--- config.mk ---
export PLATFORM = sky130hd
export DESIGN_NAME = fc_argmax_decision_flat
export DESIGN_NICKNAME = d
export VERILOG_FILES = /design/src/rtl/fc_argmax_if.sv /design/src/rtl/fc_argmax_decision.sv /design/src/flat_wrapper.sv
export SDC_FILE = /design/constraint.sdc
export NUM_CORES = 1
export LEC_CHECK = 0
export ABC_CLOCK_PERIOD_IN_PS = 6400
export BUFFER_PORTS_ARGS = -buffer_cell sky130_fd_sc_hd__buf_2
export CAP_MARGIN = 40
export CORE_ASPECT_RATIO = 0.5
export CORE_UTILIZATION = 27
export DETAILED_ROUTE_END_ITERATION = 12
export PLACE_DENSITY_LB_ADDON = 0.3
export SYNTH_ARGS = -nofsm -noshare
export SYNTH_HDL_FRONTEND = slang
export SYNTH_SLANG_ARGS = --single-unit
--- constraint.sdc ---
create_clock -name clk -period 6.4 [get_ports clk]
set_clock_uncertainty 0.05 [all_clocks]
set_input_delay 1.28 -clock clk [delete_from_list [all_inputs] [get_ports clk]]
set_output_delay 1.28 -clock clk [all_outputs]
set_load 0.05 [all_outputs]
--- src/rtl/fc_argmax_if.sv ---
// fc_argmax_if: score stream in, class decision out, for the argmax decision stage
interface fc_argmax_if #(
  parameter int DATA_WIDTH = 12
) ();
  logic                         valid_in;
  logic signed [DATA_WIDTH-1:0] data_in;
  logic        [3:0]            decision;
  logic signed [DATA_WIDTH-1:0] max_score;
  logic                         valid_out;
  logic        [15:0]           frame_cnt;
  modport master (
    output valid_in, data_in,
    input  decision, max_score, valid_out, frame_cnt
  );
  modport slave (
    input  valid_in, data_in,
    output decision, max_score, valid_out, frame_cnt
  );
endinterface

--- src/rtl/fc_argmax_decision.sv ---
// fc_argmax_decision: running signed argmax over NUM_CLASS serial scores per frame
module fc_argmax_decision #(
  parameter int NUM_CLASS  = 10,
  parameter int DATA_WIDTH = 12
) (
  input logic        clk,
  input logic        rst_n,
  fc_argmax_if.slave bus
);
  typedef enum logic {IDLE, ACCUM} state_t;
  state_t                       state_q, state_d;
  logic        [3:0]            idx_q, idx_d;
  logic signed [DATA_WIDTH-1:0] run_max_q, run_max_d;
  logic        [3:0]            run_idx_q, run_idx_d;
  logic        [3:0]            decision_q, decision_d;
  logic signed [DATA_WIDTH-1:0] max_score_q, max_score_d;
  logic                         valid_out_q, valid_out_d;
  logic        [15:0]           frame_cnt_q, frame_cnt_d;
  logic                         take;
  logic signed [DATA_WIDTH-1:0] win_max;
  logic        [3:0]            win_idx;
  logic                         last;
  // strict compare so the lowest index among equal maxima is kept
  assign take    = bus.data_in > run_max_q;
  assign win_max = take ? bus.data_in : run_max_q;
  assign win_idx = take ? idx_q : run_idx_q;
  assign last    = idx_q == 4'(NUM_CLASS - 1);
  // next state: score 0 loads unconditionally, later scores compete, the last one publishes
  always_comb begin
    state_d     = state_q;
    idx_d       = idx_q;
    run_max_d   = run_max_q;
    run_idx_d   = run_idx_q;
    decision_d  = decision_q;
    max_score_d = max_score_q;
    valid_out_d = 1'b0;
    frame_cnt_d = frame_cnt_q;
    if (bus.valid_in && state_q == IDLE) begin
      run_max_d = bus.data_in;
      run_idx_d = 4'd0;
      idx_d     = 4'd1;
      state_d   = ACCUM;
    end else if (bus.valid_in) begin
      run_max_d = win_max;
      run_idx_d = win_idx;
      idx_d     = last ? 4'd0 : idx_q + 4'd1;
      state_d   = last ? IDLE : ACCUM;
      if (last) begin
        decision_d  = win_idx;
        max_score_d = win_max;
        valid_out_d = 1'b1;
        frame_cnt_d = frame_cnt_q + 16'd1;
      end
    end
  end
  // state and output registers; reset discards any partial frame
  always_ff @(posedge clk) begin
    if (!rst_n) begin
      state_q     <= IDLE;
      idx_q       <= '0;
      run_max_q   <= '0;
      run_idx_q   <= '0;
      decision_q  <= '0;
      max_score_q <= '0;
      valid_out_q <= 1'b0;
      frame_cnt_q <= '0;
    end else begin
      state_q     <= state_d;
      idx_q       <= idx_d;
      run_max_q   <= run_max_d;
      run_idx_q   <= run_idx_d;
      decision_q  <= decision_d;
      max_score_q <= max_score_d;
      valid_out_q <= valid_out_d;
      frame_cnt_q <= frame_cnt_d;
    end
  end
  assign bus.decision  = decision_q;
  assign bus.max_score = max_score_q;
  assign bus.valid_out = valid_out_q;
  assign bus.frame_cnt = frame_cnt_q;
endmodule

--- src/flat_wrapper.sv ---
// flat-port wrapper written by rule: the top's interface ports become plain ports
module fc_argmax_decision_flat 
#(
  parameter int NUM_CLASS  = 10,
  parameter int DATA_WIDTH = 12
)
  (clk, rst_n, bus_valid_in, bus_data_in, bus_decision, bus_max_score, bus_valid_out, bus_frame_cnt);
  fc_argmax_if #(.DATA_WIDTH(DATA_WIDTH)) bus_i ();
  input logic clk;
  input logic rst_n;
  input wire logic [$bits(bus_i.valid_in)-1:0] bus_valid_in;
  input wire logic [$bits(bus_i.data_in)-1:0] bus_data_in;
  output wire logic [$bits(bus_i.decision)-1:0] bus_decision;
  output wire logic [$bits(bus_i.max_score)-1:0] bus_max_score;
  output wire logic [$bits(bus_i.valid_out)-1:0] bus_valid_out;
  output wire logic [$bits(bus_i.frame_cnt)-1:0] bus_frame_cnt;
  assign bus_i.valid_in = bus_valid_in;
  assign bus_i.data_in = bus_data_in;
  assign bus_decision = bus_i.decision;
  assign bus_max_score = bus_i.max_score;
  assign bus_valid_out = bus_i.valid_out;
  assign bus_frame_cnt = bus_i.frame_cnt;
  fc_argmax_decision #(.NUM_CLASS(NUM_CLASS), .DATA_WIDTH(DATA_WIDTH)) u_core (.clk(clk), .rst_n(rst_n), .bus(bus_i));
endmodule
# ---- Word level (Yosys, flattened, before mapping)
# Index checks and enable logic that the tools add are counted.
dict set report word_totals {
  register_bits 54
  input_bits 15
  output_inout_bits 33
  word_cells 33
}
dict set report classes {
  addsub 2
  order_cmp 1
  eq_ne 1
  mux 11
  bitwise_logic 4
  reduce_logical 5
}
# op n
set op_table {}
lappend op_table {{two-way mux 12 bit} 3}
lappend op_table {{adder 16 x 1 -> 16 bit, second input constant} 1}
lappend op_table {{greater-than comparator 12 bit} 1}
lappend op_table {{two-way mux 4 bit} 2}
lappend op_table {{two-way mux 1 bit} 6}
lappend op_table {{adder 4 x 1 -> 4 bit, second input constant} 1}
lappend op_table {{== test 4 bit, second input constant} 1}
lappend op_table {{NOT 1 bit} 4}
lappend op_table {{AND reduction 3 bit} 1}
lappend op_table {{OR reduction 3 bit} 1}
lappend op_table {{nonzero test 2 bit} 1}
lappend op_table {{OR reduction 2 bit} 1}
lappend op_table {{logical AND 1 bit} 1}

# ---- Longest topological paths before layout
dict set report logic_depth {
  depth_word 4
  ltp_mapped 9
  ltp_nobuf 8
}

# ---- Worst setup path before layout
# Ideal clock, no wire load.
dict set report synth_timing {
  path_type {input to register}
  start {input bus_data_in[11]}
  end {register u_core.run_max_q[11]}
  arrival_time_ns 2.950
  required_ns 6.278
  setup_slack_ns 3.329
  cell_stages 8
  cell_sequence {ha_1 > nand4_1 > or2_1 > a22oi_1 > o311ai_4 > a21oi_4 > buf_6 > mux2i_1}
}
dict set report synth_via {
  elab_chain_cells 4
}
# item line_no
set synth_lines {}
lappend synth_lines {{start, declared} flat_wrapper.sv:12} ;# input wire logic [$bits(bus_i.data_in)-1:0] bus_data_in;
lappend synth_lines {{greater-than comparator 12 bit} fc_argmax_decision.sv:24} ;# assign take = bus.data_in > run_max_q;
lappend synth_lines {{two-way mux 12 bit} fc_argmax_decision.sv:25} ;# assign win_max = take ? bus.data_in : run_max_q;
lappend synth_lines {{two-way mux 12 bit} fc_argmax_decision.sv:43} ;# end else if (bus.valid_in) begin
lappend synth_lines {{two-way mux 12 bit (*)} fc_argmax_decision.sv:38} ;# if (bus.valid_in && state_q == IDLE) begin
lappend synth_lines {{end signal, assigned} fc_argmax_decision.sv:70} ;# run_max_q <= run_max_d;
lappend synth_lines {{end, declared} fc_argmax_decision.sv:13} ;# logic signed [DATA_WIDTH-1:0] run_max_q, run_max_d;
# Mark *: on every way between the ends. The rest lies on a longest branch, timed or not. The select of a mux whose other input is x is not followed.
# A chain may end at the register's enable or synchronous reset.

# ---- Final worst setup path
dict set report layout_timing {
  start {input bus_data_in[11]}
  end {register u_core.run_max_q[9]}
}
dict set report layout_via {
  elab_chain_cells 4
}
# item line_no
set layout_lines {}
lappend layout_lines {{greater-than comparator 12 bit} fc_argmax_decision.sv:24}
lappend layout_lines {{two-way mux 12 bit} fc_argmax_decision.sv:25}
lappend layout_lines {{two-way mux 12 bit} fc_argmax_decision.sv:43}
lappend layout_lines {{two-way mux 12 bit} fc_argmax_decision.sv:38}
# Every way passes these cells. The select of a mux whose other input is x is not followed.

==> metrics.txt <==
result of the run complete, no violations; post-cts sizing count 0; share of synthesized registers carrying an async set or reset 0%; Reg-to-Reg End u_core.run_max_q[9]; internal reg-to-reg setup slack 3.60 ns; number of antenna violations at the first check in global routing 0; Synth-to-Final Area Change 20.28%; Initial Util 28.88%; synthesized area divided by synthesized cell count 8.818 µm²; ratio of total power to cell area 237.4 nW/µm²; floorplan die height 71.52 µm; CTS root buffer clkbuf_16; hold-fix buffer count after cts 0; switching part of the total 23.83%; Netlist cell types 40; die area 10090 µm²; clock sink count 54; number of core rows 24; part of the cycle the worst path needs 54.85%; class of the most critical hold timing path flip-flop to flip-flop; yosys warns 0; post-route standard cell area excluding fillers 3139 µm²; sum of negative setup slack 0 ns; final net count 364; depth of the most critical reg-to-reg path 9; clock slew at the register clock pins of the worst setup and hold paths 0.07 ns; drt wl/cell 12.26 µm; EDFF count, synth 0; post-route worst hold slack 0.4076 ns; largest incremental delay on the critical path 0.51 ns; setup repair after global routing missed its margin false; launching point of the worst reg2reg path u_core.run_max_q[11]; top flip-flop cell by instance count after synthesis dfxtp_1; source of the critical timing path bus_data_in[11]; pin count of the biggest net entering global routing 46; Worst EP required 6.58 ns; # setup viols final 0; Post-DP HPWL 3977 µm; P_leak 1.292 nW; number of DRC markers in iteration 0 105; Syn Std Cell Area 2610 µm²; maximum clock rate 284.8 MHz; Post-Synthesis Net Count 324; vias in the first global route 1878; type of origin of the critical path primary input; number of register bits inferred by synthesis 54; endpoint of the most critical setup path u_core.run_max_q[9]; GRT Residual Overflow 0; Gate Count Post-Synth 296; Max Transition Viols Final 0; DIE WIDTH 141.0 µm; number of nets still failing antenna checks after routing 0; final critical path time including I/O delays and setup 3.511 ns; DRT Pass-1 Iters 4; H-tree depth reported by CTS 2; endpoint type of the worst setup path flip-flop; Post CTS Setup Buffer Count 0; clock latency reported for the late side of the worst-skew pair 0.30 ns; clock tree from TritonCTS built; worst slew margin relative to its limit 53.12%; peak supply drop 99.51 µV; power after layout 0.7453 mW; combinational share of power 9.9%; data arrival time of the worst path 3.69 ns; total global routing track utilization 11.95%; critical path buffer and inverter count 2; cell family with most CP delay compound AO/OA/AOI/OAI gates; Top Ports 48; portion of the post-synthesis area used by sequential elements 41.42%; final WL 5725 µm; final estimated routing congestion in global placement 0.7221; global-route wire length before repair 9321 µm; antenna diode count 0; Port Buffer Count 47; Stages on worst setup path 9; P_int 0.5677 mW; path type of the worst setup path primary input to flip-flop; share of final-layout standard cells stronger than drive strength 1 18.10%; sequential share of power 46.7%; placeable core region 9039 µm²; Worst Path Max Fanout 22; DR vias 2139; final hold violation count 0; Slowest cell on crit path a21oi_4; P_sw 0.1776 mW; cell-by-cell listing of the critical path buf_2, ha_1, nand4_1, or2_1, a22oi_1, o311ai_4, buf_4, a21oi_4, mux2i_1; measured slew at the worst slew-check pin 0.7015 ns; drt via density 4.580; cell area after placement 2962 µm²; clock network fraction of design power 43.4%; number of buffers on the longest clock path 2; DRC violation count after routing 0; Max-Cap Viols 0; clock buffers created by TritonCTS 5
metal layers:
metal / up-vias / share of wire [%] / global-route usage (%) / wire length, µm
met2: 29 / 41 / 17.74 / 2368
li1: 1134 / - / - / -
met3: 6 / 3.7 / 3.543 / 210
met4: 0 / 1.1 / 4.227 / 65
met1: 970 / 54 / 16.47 / 3080
met5: - / 0 / 0 / 0
worst min-delay path by stage:
stage                               startpoint              endpoint  slack (ns)  cells past startpoint
after floorplan           u_core.run_max_q[10]  u_core.run_max_q[10]        0.38                      2
after global placement     u_core.run_max_q[2]   u_core.run_max_q[2]        0.39                      2
after detailed placement   u_core.run_max_q[8]   u_core.run_max_q[8]        0.40                      2
after CTS                  u_core.run_max_q[2]   u_core.run_max_q[2]        0.41                      2
after global routing       u_core.run_max_q[5]   u_core.run_max_q[5]        0.43                      2
final                      u_core.run_max_q[2]   u_core.run_max_q[2]        0.41                      2
cell usage after synthesis, types with 4 or more instances:
| cell | n | area share [%] |
|---|---|---|
| nor2b_1 | 4 | 0.96 |
| a21oi_1 | 8 | 1.5 |
| nand2_1 | 39 | 5.6 |
| inv_1 | 15 | 2.2 |
| o211ai_1 | 5 | 1.4 |
| clkbuf_1 | 12 | 1.7 |
| or3_1 | 5 | 1.2 |
| nand4_1 | 8 | 1.9 |
| o21ai_0 | 21 | 4.0 |
| nand3_1 | 11 | 2.1 |
| mux2i_1 | 13 | 5.0 |
| nor2_1 | 7 | 1.0 |
| a21boi_0 | 7 | 2.0 |
| nor3_1 | 14 | 2.7 |
| ha_1 | 13 | 6.2 |
| xnor2_1 | 9 | 3.0 |
| a311oi_1 | 10 | 3.4 |
| and2_1 | 12 | 2.9 |
| dfxtp_1 | 54 | 41 |
layout by cell type, fill, tap and decap left out, types with 2 or more instances in the layout:
cell | Yosys | final
o211ai_1 | 5 | 5
inv_1 | 15 | 15
xor2_1 | 3 | 3
nand4_1 | 8 | 8
a21oi_1 | 8 | 8
nor2_1 | 7 | 7
nand2_1 | 39 | 39
buf_2 | 2 | 47
and2_1 | 12 | 12
ha_1 | 13 | 13
buf_4 | 0 | 2
or3_1 | 5 | 5
nor2b_1 | 4 | 4
and3_1 | 3 | 3
mux2i_1 | 13 | 13
o31ai_1 | 3 | 3
dfxtp_1 | 54 | 54
o21ai_0 | 21 | 21
xnor2_1 | 9 | 9
a21boi_0 | 7 | 7
a311oi_1 | 10 | 10
nand3_1 | 11 | 11
clkbuf_16 | 0 | 5
nor3_1 | 14 | 14
state kept, by name, summed over array words and instances (netlist names):
signal / cells
u_core.bus.decision: 4
u_core.bus.frame_cnt: 16
u_core.bus.max_score: 12
u_core.bus.valid_out: 1
u_core.idx_q: 4
u_core.run_idx_q: 4
u_core.run_max_q: 12
u_core.state_q: 1
stage by stage:
| step | cells | utilization [%] | setup WS, ns |
|---|---|---|---|
| finish | 467 | 34.73 | 2.889 |
| detailed placement | 459 | 32.77 | 2.574 |
| floorplan | 296 | - | 3.329 |
| CTS | 467 | 34.73 | 2.872 |
| global placement | 458 | 32.54 | 2.611 |
| global route | 467 | 34.73 | 2.695 |
final cells by class:
cell class,count,area (µm²)
clock buffers,6,138.9
clock inverters,2,38.79
fillers,938,5899
inverters,16,60.06
multi-input cells,209,1388
flip-flops and latches,54,1081
well taps,130,162.7
repair buffers,50,270.3
kinds of logic (layout without fill, tap and decap cells):
| kind of cell | count (synthesis) | in the layout | synth area share, % |
|---|---|---|---|
| muxes | 13 | 13 | 4.985 |
| buffers and inverters | 33 | 74 | 5.416 |
| adders and majority gates | 13 | 13 | 6.232 |
| DFF | 54 | 54 | 41.42 |
| and+or+nand+nor | 108 | 108 | 20.52 |
| AOI/OAI and AO/OA | 63 | 63 | 17.40 |
| xor gates and xnor gates | 12 | 12 | 4.027 |
worst min-delay path, stage by stage (launching register included):
cell     delay, ns
dfxtp_1       0.31
nand2_1       0.05
mux2i_1       0.05
power by group through the flow:
| stage | clock, mW | combinational (mW) | sequential, mW |
|---|---|---|---|
| finish | 0.323 | 0.0741 | 0.348 |
| global route | 0.351 | 0.0840 | 0.349 |
| CTS | 0.335 | 0.0751 | 0.348 |
| detailed placement | 0 | 0.0749 | 0.356 |
| global placement | 0 | 0.0731 | 0.356 |
| floorplan | 0 | 0.0572 | 0.354 |
(Power assumes the default switching activity.)
